===== src/rtl/spi_master_engine.sv =====
// SPI mode-0 master: one byte per txgo/txrdy handshake, MSB first, optional held frames.
// Optional feature macro SPI_RX_FIFO_EN adds a 4-entry receive FIFO with an rxpop port.
module spi_master_engine #(
  parameter int CLK_DIV = 4
) (
  input  logic       HCLK,
  input  logic       HRESETn,
  input  logic [7:0] txdin,
  input  logic       txgo,
  output logic       txrdy,
  input  logic       hold,
  output logic [7:0] rxdout,
  output logic       rxvalid,
`ifdef SPI_RX_FIFO_EN
  input  logic       rxpop,
`endif
  input  logic       MISO,
  output logic       MOSI,
  output logic       SCLK,
  output logic       SSn,
  output logic [2:0] dbg_state
);

  typedef enum logic [2:0] {IDLE, SETUP, SHIFT, HOLD, GAP} state_t;

  localparam logic [7:0] DIV_LAST = 8'(CLK_DIV - 1);

  state_t     state;
  logic [7:0] div_cnt;
  logic [3:0] half_cnt;
  logic [7:0] tx_sr;
  logic [7:0] rx_sr;
  logic [7:0] rx_byte;
  logic       rx_load;
  logic       sclk_q;
  logic       ssn_q;
  logic       mosi_q;
  logic       txrdy_q;
  logic       div_end;

  assign div_end   = (div_cnt == DIV_LAST);
  assign SCLK      = sclk_q;
  assign SSn       = ssn_q;
  assign MOSI      = mosi_q;
  assign txrdy     = txrdy_q;
  assign dbg_state = state;

  // Handshake: a byte is accepted on any rising edge where txgo=1 and txrdy=1;
  // txgo while txrdy=0 is dropped, nothing is queued.
  always_ff @(posedge HCLK or negedge HRESETn) begin
    if (!HRESETn) begin
      state    <= IDLE;
      div_cnt  <= 8'd0;
      half_cnt <= 4'd0;
      tx_sr    <= 8'd0;
      rx_sr    <= 8'd0;
      rx_byte  <= 8'd0;
      rx_load  <= 1'b0;
      sclk_q   <= 1'b0;
      ssn_q    <= 1'b1;
      mosi_q   <= 1'b1;
      txrdy_q  <= 1'b1;
    end else begin
      rx_load <= 1'b0;
      case (state)
        IDLE: begin
          div_cnt <= 8'd0;
          if (txgo) begin
            tx_sr    <= txdin;
            mosi_q   <= txdin[7];
            ssn_q    <= 1'b0;
            txrdy_q  <= 1'b0;
            half_cnt <= 4'd0;
            state    <= SETUP;
          end
        end
        SETUP: begin
          if (div_end) begin
            div_cnt <= 8'd0;
            sclk_q  <= 1'b1;
            rx_sr   <= {rx_sr[6:0], MISO};
            state   <= SHIFT;
          end else begin
            div_cnt <= div_cnt + 8'd1;
          end
        end
        SHIFT: begin
          if (div_end) begin
            div_cnt <= 8'd0;
            if (half_cnt == 4'd15) begin
              half_cnt <= 4'd0;
              rx_byte  <= rx_sr;
              rx_load  <= 1'b1;
              state    <= HOLD;
            end else begin
              half_cnt <= half_cnt + 4'd1;
              // Even half-periods have SCLK high: their end is a falling edge.
              if (!half_cnt[0]) begin
                sclk_q <= 1'b0;
                tx_sr  <= {tx_sr[6:0], 1'b0};
                mosi_q <= tx_sr[6];
              end else begin
                sclk_q <= 1'b1;
                rx_sr  <= {rx_sr[6:0], MISO};
              end
            end
          end else begin
            div_cnt <= div_cnt + 8'd1;
          end
        end
        HOLD: begin
          if (div_end) begin
            div_cnt <= 8'd0;
            if (hold) begin
              txrdy_q <= 1'b1;
              state   <= IDLE;
            end else begin
              ssn_q  <= 1'b1;
              mosi_q <= 1'b1;
              state  <= GAP;
            end
          end else begin
            div_cnt <= div_cnt + 8'd1;
          end
        end
        GAP: begin
          if (div_end) begin
            div_cnt <= 8'd0;
            txrdy_q <= 1'b1;
            state   <= IDLE;
          end else begin
            div_cnt <= div_cnt + 8'd1;
          end
        end
        default: state <= IDLE;
      endcase
    end
  end

`ifdef SPI_RX_FIFO_EN
  logic [7:0] fifo_mem [4];
  logic [1:0] wr_ptr;
  logic [1:0] rd_ptr;
  logic [2:0] fifo_cnt;
  logic       push;
  logic       pop;

  // A byte arriving while full is dropped even if a pop happens the same cycle.
  assign push = rx_load && (fifo_cnt != 3'd4);
  assign pop  = rxpop && (fifo_cnt != 3'd0);

  always_ff @(posedge HCLK or negedge HRESETn) begin
    if (!HRESETn) begin
      for (int i = 0; i < 4; i++) fifo_mem[i] <= 8'd0;
      wr_ptr   <= 2'd0;
      rd_ptr   <= 2'd0;
      fifo_cnt <= 3'd0;
    end else begin
      if (push) begin
        fifo_mem[wr_ptr] <= rx_byte;
        wr_ptr           <= wr_ptr + 2'd1;
      end
      if (pop) rd_ptr <= rd_ptr + 2'd1;
      fifo_cnt <= fifo_cnt + {2'b00, push} - {2'b00, pop};
    end
  end

  assign rxdout  = fifo_mem[rd_ptr];
  assign rxvalid = (fifo_cnt != 3'd0);
`else
  assign rxdout  = rx_byte;
  assign rxvalid = rx_load;
`endif

endmodule

===== config.mk =====
export PLATFORM = sky130hd
export DESIGN_NAME = spi_master_engine
export DESIGN_NICKNAME = d
export VERILOG_FILES = /design/src/rtl/spi_master_engine.sv
export SDC_FILE = /design/constraint.sdc
export NUM_CORES = 1
export LEC_CHECK = 0
export ABC_CLOCK_PERIOD_IN_PS = 1700
export BUFFER_PORTS_ARGS = -buffer_cell sky130_fd_sc_hd__buf_4
export CORE_AREA = 3 3 64 126
export CTS_CLUSTER_DIAMETER = 150
export DETAILED_ROUTE_END_ITERATION = 12
export DIE_AREA = 0 0 67 129
export SYNTH_ARGS = -nofsm -noshare
export SYNTH_HDL_FRONTEND = slang
export SYNTH_SLANG_ARGS = --single-unit

===== constraint.sdc =====
create_clock -name HCLK -period 1.7 [get_ports HCLK]
set_input_delay 0.34 -clock HCLK [delete_from_list [all_inputs] [get_ports HCLK]]
set_output_delay 0.34 -clock HCLK [all_outputs]
set_load 0.1 [all_outputs]

; Yosys cells after proc, flatten, opt, wreduce, memory -nomap -nowiden
; Cells that the tools add are included.
[totals]
output_inout_bits = 16
register_bits = 43
elab_cells = 91
[classes]
n_eq_ne = 17
n_mux = 44
addsub = 2
n_reduce_logical = 17
[ops]
columns = op, count
row1 = $mux W8, 5
row2 = $pmux W8 S2, 2
row3 = $mux W7, 4
row4 = $ne A2 B2 Y1 const B, 11
row5 = $mux W3, 7
row6 = $mux W1, 16
row7 = $pmux W3 S5, 1
row8 = $reduce_and A5 Y1, 3
row9 = $pmux W7 S2, 1
row10 = $mux W4, 3
row11 = $add A8 B1 Y8 const B, 1
row12 = $eq A8 B2 Y1 const B, 1
row13 = $pmux W4 S2, 1
row14 = $reduce_and A4 Y1, 2
row15 = $reduce_bool A2 Y1, 4
row16 = $reduce_and A7 Y1, 1
row17 = $eq A3 B2 Y1 const B, 2
row18 = $pmux W1 S3, 2
row19 = $reduce_and A3 Y1, 2
row20 = $reduce_and A6 Y1, 1
row21 = $reduce_bool A3 Y1, 2
row22 = $add A4 B1 Y4 const B, 1
row23 = $eq A4 B4 Y1 const B, 1
row24 = $pmux W1 S2, 2
row25 = other kinds (4), 4

; Longest topological paths before layout
; Gate-level depths: netlist (run 1).
[logic_depth]
word_depth = 4
depth_mapped = 7
ltp_nobuf = 5

; Worst setup path before layout (run 1)
; OpenSTA, ideal clock, no wires.
[synth_path]
kind = reg-to-reg
start = register state[0], in the netlist dbg_state[0]
end = register rx_sr[0]
n_path_buf = 1
arrival_time_ns = 2.277
t_required_ns = 1.575
path_stages_with_launch = 6
path_slack_ns = -0.702
path_cell_list = dfrtp_1 > buf_6 > nor3b_1 > a21oi_1 > nor3b_4 > mux2_2
[synth_between]
elab_chain_cells = 3
elab_cells_between_ends = 9
cone_classes = eq/ne: 6 / mux: 1 / reduce/logical: 2
[synth_lines]
columns = item, line_no
row1 = "start, declared", 28  ; state_t state;
row2 = "start signal, assigned", 52  ; state <= IDLE;
row3 = "start signal, assigned", 74  ; state <= SETUP;
row4 = "start signal, assigned", 82  ; state <= SHIFT;
row5 = $eq A3 B2 Y1 or $eq A3 B1 Y1 (tied branches), 65  ; case (state)
row6 = $ne A2 B2 Y1 (no source line) or $reduce_bool A2 Y1 (tied branches), n/a
row7 = $reduce_and A5 Y1 (no source line), n/a
row8 = "end signal, assigned", 81  ; rx_sr <= {rx_sr[6:0], MISO};
row9 = "end signal, assigned", 104  ; rx_sr <= {rx_sr[6:0], MISO};
row10 = "end, declared", 32  ; logic [7:0] rx_sr;
; Parallel ways exist; a longest one is shown, timed or not.
; A chain may end at the register's enable or synchronous reset.

; Final worst setup path (run 1)
[layout_path]
start = register div_cnt[1]
end = register div_cnt[7]
[layout_between]
elab_chain_cells = 3
elab_cells_between_ends = 4
cone_classes = add/sub: 1 / eq/ne: 1 / mux: 2
[layout_lines]
columns = item, line_no
row1 = "start, declared", 29  ; logic [7:0] div_cnt;
row2 = "start signal, assigned", 84  ; div_cnt <= div_cnt + 8'd1;
row3 = "start signal, assigned", 108  ; div_cnt <= div_cnt + 8'd1;
row4 = "start signal, assigned", 123  ; div_cnt <= div_cnt + 8'd1;
row5 = $add A8 B1 Y8 or $eq A8 B2 Y1 (tied branches), n/a
row6 = $mux W8 *, n/a
row7 = $pmux W8 S2 *, 65
; Every way passes the cells marked *; elsewhere a longest branch is shown, timed or not.

==> flow_summary_export.csv, run 1 <==
group,metric,value,unit
outcome,outcome,"finished, violations left",
outcome,violations,"negative setup slack",
floorplanning,num_rows,44,
global_route,grt_pass1_wl,8.82,mm
setup_path,arrival,1.92,ns
finish,multiInputGateArea,0.00124,mm²
setup_path,critPathKind,"reg -> reg",
global_route,grt_max_degree,44,
synth,synthAdderAreaFrac,0.0116,
routing,finalWirelength,5.42,mm
cts,clock_sinks,43,
setup_path,ff2ff_path_depth,8,
floorplanning,start_util,0.296,
timing,maxSlewViolCount,0,
setup_path,start_kind,"register",
timing,period_needed,1.75,ns
synth,synthCells,185,
setup_path,path_buf_inv,3,
global_route,antenna_found_initial,0,
finish,seq_area,0.00109,mm²
job,maxCapViolCount,0,
placed_design,io_buffers,28,
setup_path,cpMostUsedCell,"buf_6",
timing,setup_viol,15,
routing,wl_per_cell,15.7,µm
timing,hold_viol_final,0,
setup_path,crit_fanout,5,
cts,cts.htree.levels,2,
timing,rsz0062_at_grt,"yes",
synth,ys_ff_latch,43,
setup_path,slowest_stage,"dfrtp_1",
placed_design,placed_area,0.00277,mm²
timing,skew,0.00469,ns
pwr,p_per_area,1740,mW/mm²
finish,fillers,703,
floorplanning,die_w,67,µm
setup_path,cp.depth,8,
global_route,overflow,0,
pwr,leakagePower,1.44,nW
synth,ys_seq_area_frac,0.502,
cts,cts_buffers,5,
pwr,fin_total_pwr,5.59,mW
synth,synth_xor_area_frac,0.00814,
cts,root_buffer,"clkbuf_16",
synth,syn_nets,200,
synth,synth_cell_types,55,
synth,synthSimpleGateAreaFrac,0.156,
pwr,peakVddDrop,0.932,mV
timing,fmaxAchievable,0.571,GHz
routing,vias,1777,
synth,synthArstFlopShare,1.00,
finish,drive_above_1_share,0.563,
routing,avgViaCountPerCell,5.14,
placed_design,place_congestion,0.793,
cts,insertion_delay,0.29,ns
finish,area_growth,49.2,%
routing,ant_nets,0,
setup_path,endpoint_kind,"register",
cts,hold_buffers,0,
cts,clockBufferDepth,2,
setup_path,crit_family,"buffers and inverters",
floorplanning,io-pin-count,29,
timing,min_period_over_period,1.03,
synth,synth_top_family_by_area,"compound AO/OA/AOI/OAI gates",
synth,synth_area,0.00215,mm²
synth,muxShareOfSynthArea,0.109,
synth,synth_edf_count,0,
placed_design,dp_hpwl,3.76,mm
worst_hold_path,hold_class,"in -> async",
synth,syn_avg_cell_area,11.6,µm²
timing,worst_hold_slack,0.0342,ns
synth,ys_warn_count,0,
floorplanning,die-area,0.00864,mm²
setup_path,critPathMaxStageDelay,0.36,ns
setup_path,required,1.87,ns
synth,synth_ff_type,"dfrtp_1",
timing,tightest_slew,0.551,ns
floorplanning,die_h,129,µm
cts,cts_tree,"yes",
setup_path,crit_chain,"ha_2 -> nor4b_4 -> buf_6 -> a211oi_4 -> buf_6 -> buf_6 -> o211a_1 -> a221o_1",
finish,n_antenna_cell,0,
finish,final_nets,268,
timing,maxSlewHeadroom,0.632,
global_route,grt_pass1_vias,1834,
synth,synth_compound_area_frac,0.172,
finish,fin_util,0.442,
global_route,grt_usage,0.136,
timing,setup_ws,-0.0499,ns
cts,path_clk_slew,0.07,ns
floorplanning,coreArea,0.00727,mm²
finish,fin_area,0.00321,mm²
routing,drt-pass1-iter-count,4,
routing,drtIter0Drc,79,
routing,drc_errors,0,
[synthesized netlist by cell type, types with 3 or more instances]
master,n,area share
a21oi_1,7,0.016
dfrtp_1,40,0.47
nand3_1,4,0.0093
inv_1,7,0.012
a31oi_1,7,0.020
dfstp_2,3,0.037
mux2_2,19,0.099
nand2_1,8,0.014
nor2_1,8,0.014
a2bb2oi_1,7,0.028
and3_1,3,0.0087
nand2b_1,3,0.0087
o22ai_1,7,0.020
a22o_1,4,0.016
clkbuf_1,6,0.010
o21ai_0,4,0.0093
[per-stage QoR]
step | setup slack, ns | std cells | TNS, ns
floorplan | -0.319 | 185 | -4.71
global placement | -0.119 | 333 | -1.53
detailed placement | -0.175 | 333 | -3.25
CTS | -0.0742 | 345 | -1.20
global route | -0.104 | 346 | -1.86
finish | -0.0499 | 346 | -0.380
[layout make-up]
cell class,count,share of cell area
Clock buffer,5,0.0390
Clock inverter,3,0.00740
Tap cell,92,0.0359
Sequential cell,43,0.340
Inverter,7,0.00818
Multi-Input combinational cell,125,0.385
Timing Repair Buffer,71,0.184
[layer usage]
metal	up-vias	part of all wire	track usage
li1	844	-	-
met1	882	0.35	0.139
met2	38	0.58	0.251
met3	13	0.034	0.0314
met4	0	0.033	0.0622
met5	-	0	0
[final timing paths]
check / startpoint / endpoint / slack, ns
worst max-delay path: div_cnt[1] / div_cnt[7] / -0.05
worst min-delay path: HRESETn / rxdout[4] / 0.03
worst max register to register: div_cnt[1] / div_cnt[7] / -0.05
worst min register to register: txrdy / txrdy / 0.48
max in group asynchronous: HRESETn / dbg_state[1] / 1.24
min in group HCLK: hold / dbg_state[2] / 0.28
[report_power, final]
group          total, mW  switching [mW]  internal, mW
Combinational       2.96            1.56          1.40
Sequential          1.66           0.291          1.36
Clock              0.975           0.426         0.549
[cells in the final DEF, fill, tap and decap left out, types with 3 or more instances in the layout]
master     count
o22ai_2        4
inv_1          7
a31oi_1        6
buf_6          9
dfrtp_4        3
nor2_1         8
dfrtp_1       37
nand3_1        4
dfstp_2        3
mux2_2        10
a22o_1         4
a21oi_1        4
a2bb2oi_2      6
mux2_4         9
nand2_1        7
clkbuf_16      5
a21oi_2        3
o22ai_1        3
buf_4         60
[timing repair]
item | CTS | global route
pin swaps | 8 | 17
gates cloned | 1 | 0
setup buffers | 3 | 1
hold endpoints to repair | 0 | 0
endpoints found under the setup margin | 37 | 37
resized for setup | 22 | 31
[flip-flops by register name, summed over array words and instances (netlist names), 3 cells and up]
| register | flops |
|---|---|
| rx_sr | 8 |
| half_cnt | 4 |
| tx_sr | 7 |
| div_cnt | 8 |
| dbg_state | 3 |
| rxdout | 8 |
[cell families (layout without fill, tap and decap cells)]
family / Yosys count / in the layout
mux: 21 / 21
buf+inv: 18 / 86
fa+ha+maj: 2 / 2
flops: 43 / 43
simple gates: 48 / 49
xor+xnor: 2 / 2
compound gates: 51 / 51
Power figures use the tool's default switching activity.
==> inputs of run 2 (changes only) <==
ABC_CLOCK_PERIOD_IN_PS = not set   (was 1700)
BUFFER_PORTS_ARGS = -buffer_cell sky130_fd_sc_hd__buf_2   (was -buffer_cell sky130_fd_sc_hd__buf_4)
==> run 2 against run 1 <==
  * The run still ends with negative setup slack left
  * Sequential share of layout area grew 0.36 points
  * Fmax grew 0.62%
  * Global-route usage shrank 0.31 points
  * Cell area shrank 1.1%
  * Worst setup slack gained 0.011 ns
  * Non-clock buffer count grew 9
==> flow_summary_export.csv, run 2 (synthesized netlist as in run 1, its figures left out) <==
group,metric,value,unit
outcome,outcome,"finished, violations left",
outcome,violations,"negative setup slack",
cts,insertion_delay,0.29,ns
pwr,fin_total_pwr,5.62,mW
timing,tightest_slew,0.491,ns
timing,maxSlewHeadroom,0.675,
floorplanning,num_rows,44,
finish,n_antenna_cell,0,
placed_design,dp_hpwl,3.77,mm
finish,fin_area,0.00318,mm²
timing,hold_viol_final,0,
pwr,leakagePower,1.46,nW
timing,skew,0.00684,ns
timing,setup_viol,20,
global_route,grt_usage,0.133,
routing,top_layer,"met4",
setup_path,slowest_stage,"dfrtp_1",
setup_path,required,1.91,ns
routing,ant_nets,0,
cts,path_clk_slew,0.06,ns
worst_hold_path,hold_class,"in -> async",
routing,vias,1784,
cts,cts_tree,"yes",
setup_path,critPathKind,"reg -> reg",
routing,route.met3.wl,143,µm
floorplanning,coreArea,0.00727,mm²
timing,min_period_over_period,1.02,
timing,worst_hold_slack,0.0160,ns
placed_design,place_congestion,0.807,
timing,fmaxAchievable,0.575,GHz
cts,clock_sinks,43,
global_route,antenna_found_initial,0,
routing,avgViaCountPerCell,5.03,
floorplanning,start_util,0.296,
setup_path,start_kind,"register",
cts,clockBufferDepth,2,
finish,fin_util,0.437,
pwr,p_per_area,1770,mW/mm²
global_route,grt_pass1_wl,8.69,mm
setup_path,cpMostUsedCell,"buf_6",
routing,wl_met2,3.21,mm
timing,period_needed,1.74,ns
floorplanning,io-pin-count,29,
floorplanning,die_h,129,µm
routing,drtIter0Drc,76,
cts,cts_buffers,5,
setup_path,crit_chain,"ha_2 -> nor4b_4 -> buf_6 -> a31oi_4 -> nor4_4 -> buf_6 -> a2bb2oi_1",
global_route,grt_pass1_vias,1808,
setup_path,arrival,1.95,ns
cts,cts.htree.levels,2,
routing,drt-met1-wl,1.99,mm
timing,setup_ws,-0.0391,ns
routing,wl_per_cell,15.4,µm
job,maxCapViolCount,0,
placed_design,dpl_worst_slack,-0.148,ns
finish,drive_above_1_share,0.548,
global_route,grt_max_degree,44,
global_route,overflow,0,
setup_path,crit_fanout,7,
setup_path,critPathMaxStageDelay,0.36,ns
setup_path,endpoint_kind,"register",
finish,final_cell_mix,"buf_4, dfrtp_1, buf_2, mux2_2, mux2_4",
finish,final_nets,277,
routing,finalWirelength,5.46,mm
placed_design,io_buffers,28,
routing,drt-pass1-iter-count,4,
floorplanning,die_w,67,µm
finish,final_common_cell,"buf_4",
pwr,peakVddDrop,1.24,mV
placed_design,placed_area,0.00276,mm²
cts,root_buffer,"clkbuf_16",
routing,drc_errors,0,
timing,maxSlewViolCount,0,
finish,area_growth,47.6,%
timing,rsz0062_at_grt,"yes",
floorplanning,die-area,0.00864,mm²
==> run 2: path summary, 6_finish.rpt <==
check,from,end,slack (ns),cells after the start
min in group HCLK,MISO,rx_sr[0],0.29,2
worst max register to register,div_cnt[0],tx_sr[6],-0.04,7
worst min-delay path,HRESETn,rxdout[4],0.02,2
max in group asynchronous,HRESETn,SSn,1.42,2
worst max-delay path,div_cnt[0],tx_sr[6],-0.04,7
worst min register to register,txrdy,txrdy,0.47,2
==> run 2: layout make-up <==
class,count,area [µm²]
multi-input combinational,125,1160
timing repair buffer,80,631
tap,92,115
sequential,43,1090
clock buffer,5,125
fill,676,4090
clock inverter,3,23.8
inverter,7,26.3
==> run 2: repair_timing <==
| action | 4_1_cts | 5_1_grt |
|---|---|---|
| pin swaps | 3 | 4 |
| gates resized for setup | 21 | 16 |
| gates cloned | 0 | 2 |
| endpoints found under the setup margin | 33 | 32 |
| hold buffers | 0 | 0 |
| hold endpoints to repair | 0 | 0 |
| setup buffers | 4 | 7 |
==> run 2: through the flow <==
stage,cells,setup TNS (ns)
finish,355,-0.370
global route,355,-1.81
CTS,346,-0.650
detailed placement,334,-2.33
global placement,334,-1.41
floorplan,185,-4.71
==> run 2: worst max-delay path: cells and delay by family, from the launching register on <==
| family | cells | cell delay, ns |
|---|---|---|
| and+or+nand+nor | 2 | 0.49 |
| DFF | 1 | 0.36 |
| AOI/OAI and AO/OA | 2 | 0.27 |
| buffers and inverters | 2 | 0.34 |
| adders and majority gates | 1 | 0.19 |
==> run 2: per-layer routing <==
metal,vias to the layer above,track usage
met5,-,0
met4,0,0.0658
met3,10,0.0279
met2,21,0.241
met1,901,0.139
li1,852,-
==> run 2: report_power, final <==
part           switching [mW]  internal (mW)
logic                    1.56           1.46
registers               0.269           1.36
clock network           0.421          0.549
